`config.mk`:
```
export PLATFORM = sky130hd
export DESIGN_NAME = mul_share_arb
export DESIGN_NICKNAME = d
export VERILOG_FILES = /design/src/rtl/mul_share_arb.sv
export SDC_FILE = /design/constraint.sdc
export NUM_CORES = 1
export LEC_CHECK = 0
export CAP_MARGIN = 40
export CORE_UTILIZATION = 35
export DETAILED_ROUTE_END_ITERATION = 10
export PLACE_DENSITY = 0.78
export SYNTH_ARGS = -nofsm -noshare
export SYNTH_HDL_FRONTEND = slang
export SYNTH_SLANG_ARGS = --single-unit
```
`constraint.sdc`:
```
create_clock -name clk -period 1.8 [get_ports clk]
set_clock_uncertainty 0.05 [all_clocks]
set_input_delay 0.45 -clock clk [delete_from_list [all_inputs] [get_ports clk]]
set_output_delay 0.45 -clock clk [all_outputs]
set_load 0.02 [all_outputs]
```
`src/rtl/mul_share_arb.sv`:
```
// Round-robin sequencer sharing one pipelined fixed-point multiplier among NREQ requesters.
// Optional macro MUL_ARB_PRIO0_EN gives requester 0 fixed priority over the round-robin group.
module mul_share_arb #(
    parameter int NREQ      = 4,
    parameter int MUL_WIDTH = 17,
    parameter int RES_WIDTH = 32,
    parameter int MUL_LAT   = 10
) (
    input  logic                      clk,
    input  logic                      rst_n,
    input  logic                      flush,
    input  logic [NREQ-1:0]           req_valid,
    input  logic [NREQ*MUL_WIDTH-1:0] req_a,
    input  logic [NREQ*MUL_WIDTH-1:0] req_b,
    output logic [NREQ-1:0]           req_ready,
    output logic [MUL_WIDTH-1:0]      mul_a,
    output logic [MUL_WIDTH-1:0]      mul_b,
    output logic                      mul_start,
    input  logic [RES_WIDTH-1:0]      mul_data,
    output logic [NREQ-1:0]           rsp_valid,
    output logic [RES_WIDTH-1:0]      rsp_data,
    output logic                      busy
);
    localparam int IW = (NREQ > 1) ? $clog2(NREQ) : 1;

    typedef enum logic [1:0] {IDLE, RUN, DRAIN} state_t;
    typedef struct packed {
        logic          vld;
        logic [IW-1:0] idx;
    } tag_t;

    state_t              state, state_nx;
    logic [IW-1:0]       ptr, gnt_idx, cand;
    logic                found, xfer, clr, pipe_live;
    logic [NREQ-1:0]     rr_valid;
    tag_t                new_tag;
    tag_t [MUL_LAT:0]    tag_pipe;

    assign clr  = rst_n | flush;
    assign busy = (state != IDLE);

    always_comb begin
        found   = 1'b0;
        gnt_idx = '0;
        cand    = '0;
`ifdef MUL_ARB_PRIO0_EN
        rr_valid = req_valid & {{(NREQ-1){1'b1}}, 1'b0};
`else
        rr_valid = req_valid;
`endif
        for (int k = 1; k <= NREQ; k++) begin
            cand = IW'((int'(ptr) + k) % NREQ);
            if (!found && rr_valid[cand]) begin
                found   = 1'b1;
                gnt_idx = cand;
            end
        end
`ifdef MUL_ARB_PRIO0_EN
        if (req_valid[0]) begin
            found   = 1'b1;
            gnt_idx = '0;
        end
`endif
    end

    // Grant is suppressed in the reset/flush cycle so nothing is accepted and then lost.
    assign xfer = found & ~clr;

    always_comb begin
        req_ready = '0;
        if (xfer) req_ready[gnt_idx] = 1'b1;
    end

    always_comb begin
        new_tag.vld = xfer;
        new_tag.idx = gnt_idx;
    end

    // Entries that will still be in the pipe after this cycle's shift.
    always_comb begin
        pipe_live = 1'b0;
        for (int k = 0; k < MUL_LAT; k++) pipe_live = pipe_live | tag_pipe[k].vld;
    end

    always_comb begin
        state_nx = state;
        case (state)
            IDLE:    if (xfer) state_nx = RUN;
            RUN:     if (!xfer) state_nx = DRAIN;
            DRAIN: begin
                if (xfer)            state_nx = RUN;
                else if (!pipe_live) state_nx = IDLE;
            end
            default: state_nx = IDLE;
        endcase
    end

    always_ff @(posedge clk) begin
        if (clr) begin
            state     <= IDLE;
            ptr       <= IW'(NREQ - 1);
            mul_a     <= '0;
            mul_b     <= '0;
            mul_start <= 1'b0;
            tag_pipe  <= '0;
            rsp_valid <= '0;
            rsp_data  <= '0;
        end else begin
            state     <= state_nx;
            mul_start <= (state_nx != IDLE);
            mul_a     <= xfer ? req_a[gnt_idx*MUL_WIDTH +: MUL_WIDTH] : '0;
            mul_b     <= xfer ? req_b[gnt_idx*MUL_WIDTH +: MUL_WIDTH] : '0;
            // Pipe is empty whenever mul_start is low, so shifting on the first issue is harmless.
            if (mul_start || xfer) tag_pipe <= {tag_pipe[MUL_LAT-1:0], new_tag};
            rsp_valid <= '0;
            if (tag_pipe[MUL_LAT].vld) begin
                rsp_valid[tag_pipe[MUL_LAT].idx] <= 1'b1;
                rsp_data                         <= mul_data;
            end
`ifdef MUL_ARB_PRIO0_EN
            if (xfer && gnt_idx != '0) ptr <= gnt_idx;
`else
            if (xfer) ptr <= gnt_idx;
`endif
        end
    end
endmodule

```
==> flow_summary.ini <==
[clock_tree]
htree_levels = 3
clk_latency_ns = 0.34
cts_sinks = 108
clkSlewWorstSetupHoldPaths_ns = 0.07
cts_tree = yes
cts-root-buf = clkbuf_16
clock_path_buffers = 2
numCtsBuffers = 9

[critical_path]
path_delay_family = flip-flops
rrSetupSlack_ns = -0.25
cp_slowest_stage_delay_ns = 0.41
reg2reg_from = ptr[1]
cpMostUsedCell = buf_4
crit_chain = nand2_2 > a21oi_4 > buf_4 > o221a_4 > nor2_4 > buf_4
required_ns = 1.30
start_kind = register
endpoint_kind = output pin
worstReg2RegEnd = mul_a[16]
crit_type = register to output pin
crit_buf_inv = 2
crit_fanout = 7
slowest_stage = dfxtp_4
arrival_ns = 1.56
crit_cells = 6
rr_worst_depth = 9

[global_route]
antenna_found_initial = 0
grt_use_total = 0.2172
grt_start_max_net_pins = 67
grt_first_pass_wirelength_mm = 21.49
grt_pass1_vias = 4362
grt_overflow = 0

[yosys]
synthFlopType = dfxtp_1
yosysWarnings = 0
seq_area_frac_synth = 0.4932
synthesis.nets = 625
postSynthCellCount = 450
synth_seq_cells = 108
synth_edf_count = 0
postSynthAreaPerCell_um2 = 9.743
synthArstFlopShare = 0
syn-cell-area_um2 = 4384
synthDistinctLibCells = 30

[floorplanning]
die_h_um = 113.9
initial_core_util = 0.3620
die_area_um2 = 12980
num_rows = 40
io_pins = 251
core_area_um2 = 12110
chipWidth_um = 113.9

[layout]
area_growth_pct = 84.79
nets = 900
multi_input_area_um2 = 2208
drive_gt1_frac = 0.1479
final_cells = 898
fin_area_um2 = 8102
fin_util = 0.6689
num_antenna_cells = 0
seq_area_um2 = 2167
final.fill_count = 930

[placement]
port_buffers = 250
place_inst = 859
dp_hpwl_mm = 10.28
pre_cts_slack_ns = -1.003
placedInstanceArea_um2 = 7191
place_congestion = 0.8292

[worst_hold_path]
min_from = tag_pipe[21]
whs_path_depth = 2
holdPathEnd = tag_pipe[21]
min_path_type = register to register

[sta]
rsz0062_at_grt = true
slew_headroom = 0.5590
finalHoldViolCount = 0
slew_viol_final = 0
timing.final.ws_setup_ns = -0.2553
post-route-min-period_ns = 2.055
max_freq_ghz = 0.4866
setup_viol = 38
fin_setup_tns_ns = -6.065
worst_hold_slack_ns = 0.4012
worstMarginPinSlew_ns = 0.6615
fin_crit_sh = 1.142

[detailed_routing]
totalWireLength_mm = 14.95
avgRoutedWirePerCell_um = 16.64
ant_nets = 0
vias_per_cell = 4.796
dr_total_vias = 4307
first_iter_violations = 187
dr.pass1.iters = 4
post-route-drc-count = 0

[outcome]
violations = setup timing
status = finished, violations left

[power_and_ir_drop]
irDropWorstVdd_v = 0.0004941
powerDensity_nw_per_um2 = 733.6
power_mw = 5.943
leakagePower_nw = 3.629

[job]
cap_violations = 0
[routing by layer]
layer / global-route usage / vias to the layer above / share of wire
li1: - / 2115 / -
met1: 0.2149 / 1997 / 0.36
met2: 0.4222 / 162 / 0.56
met3: 0.06217 / 33 / 0.059
met4: 0.08485 / 0 / 0.027
met5: 0 / - / 0
[Yosys cell counts (all sizes together) (3+ instances only)]
| library cell | n | area share |
|---|---|---|
| o22ai | 34 | 0.049 |
| dfxtp | 108 | 0.49 |
| clkbuf | 10 | 0.0088 |
| mux2i | 102 | 0.23 |
| nor3 | 3 | 0.0034 |
| nand2b | 3 | 0.0043 |
| buf | 24 | 0.039 |
| nand2 | 68 | 0.058 |
| a21oi | 36 | 0.041 |
| nor2 | 43 | 0.037 |
| or2 | 4 | 0.0057 |
| nor4 | 3 | 0.0077 |
[report_power, final]
part / total [mW] / internal (mW) / leakage (nW) / switching [mW]
logic: 1.48 / 0.896 / 2.60 / 0.579
registers: 2.48 / 2.46 / 0.877 / 0.0246
clock network: 1.99 / 1.09 / 0.149 / 0.893
[cell families (layout without fill, tap and decap cells)]
| family | after synthesis | count (layout) | share of synthesized area |
|---|---|---|---|
| compound gates | 75 | 75 | 0.1002 |
| xor+xnor | 1 | 1 | 0.001998 |
| buf+inv | 36 | 316 | 0.04937 |
| flops | 108 | 108 | 0.4931 |
| mux | 102 | 102 | 0.2329 |
| simple gates | 128 | 128 | 0.1224 |
[layout by cell type (no fill, tap or decap), types with 2 or more instances in the layout]
master	netlist	layout
mux2i_4	0	4
buf_6	8	8
clkdlybuf4s50_1	0	186
nor2_4	0	5
inv_1	2	2
dfxtp_1	108	106
buf_2	10	2
or2_4	0	2
mux2i_1	102	87
buf_16	0	5
clkinv_4	0	3
dlymetal6s2s_1	0	32
buf_8	0	2
nor3_1	3	3
mux2i_2	0	11
or2_2	2	2
nor2_1	42	38
buf_12	0	12
a21oi_1	36	33
clkbuf_16	0	10
nand2_2	0	2
nand3_1	2	2
dlygate4sd2_1	0	24
a21oi_2	0	2
o22ai_1	34	33
nand2_1	68	66
nand2b_1	3	2
buf_4	2	24
nor4_1	2	2
[worst reg2reg max path, cell delays in order, from the launching register on]
cell	delay (ns)
dfxtp_4	0.38
mux2i_4	0.20
buf_6	0.13
o221ai_4	0.29
buf_8	0.17
buf_12	0.11
buf_12	0.11
buf_16	0.13
mux2i_1	0.22
o22ai_1	0.13
[registers in the layout, indices dropped and copies added (netlist names)]
name and count:
state 2, tag_pipe 33, ptr 2, mul_start 1
mul_b 17, rsp_valid 4, rsp_data 32, mul_a 17
[worst max path at each step]
stage / slack, ns / from / to
floorplan: -0.02 / flush / req_ready[0]
global placement: -0.95 / req_valid[1] / mul_a[4]
detailed placement: -1.00 / req_valid[1] / mul_a[4]
CTS: -0.27 / ptr[1] / req_ready[0]
global route: -0.33 / ptr[1] / req_ready[2]
finish: -0.26 / ptr[1] / req_ready[3]
[repair_timing]
item	in CTS	in global routing
gates resized for setup	91	56
pin swaps	18	13
gates cloned	7	1
hold buffers	0	0
endpoints found under the setup margin	94	103
setup buffers	11	7
[cell type report]
| cell class | instances | share of cell area |
|---|---|---|
| multi-input combinational | 306 | 0.2726 |
| inverter | 2 | 0.0009266 |
| clock inverter | 6 | 0.008958 |
| sequential | 108 | 0.2675 |
| timing repair buffer | 298 | 0.3958 |
| tap | 168 | 0.02595 |
| clock buffer | 10 | 0.02826 |
Note: power is estimated with default switching activity, not from simulation.
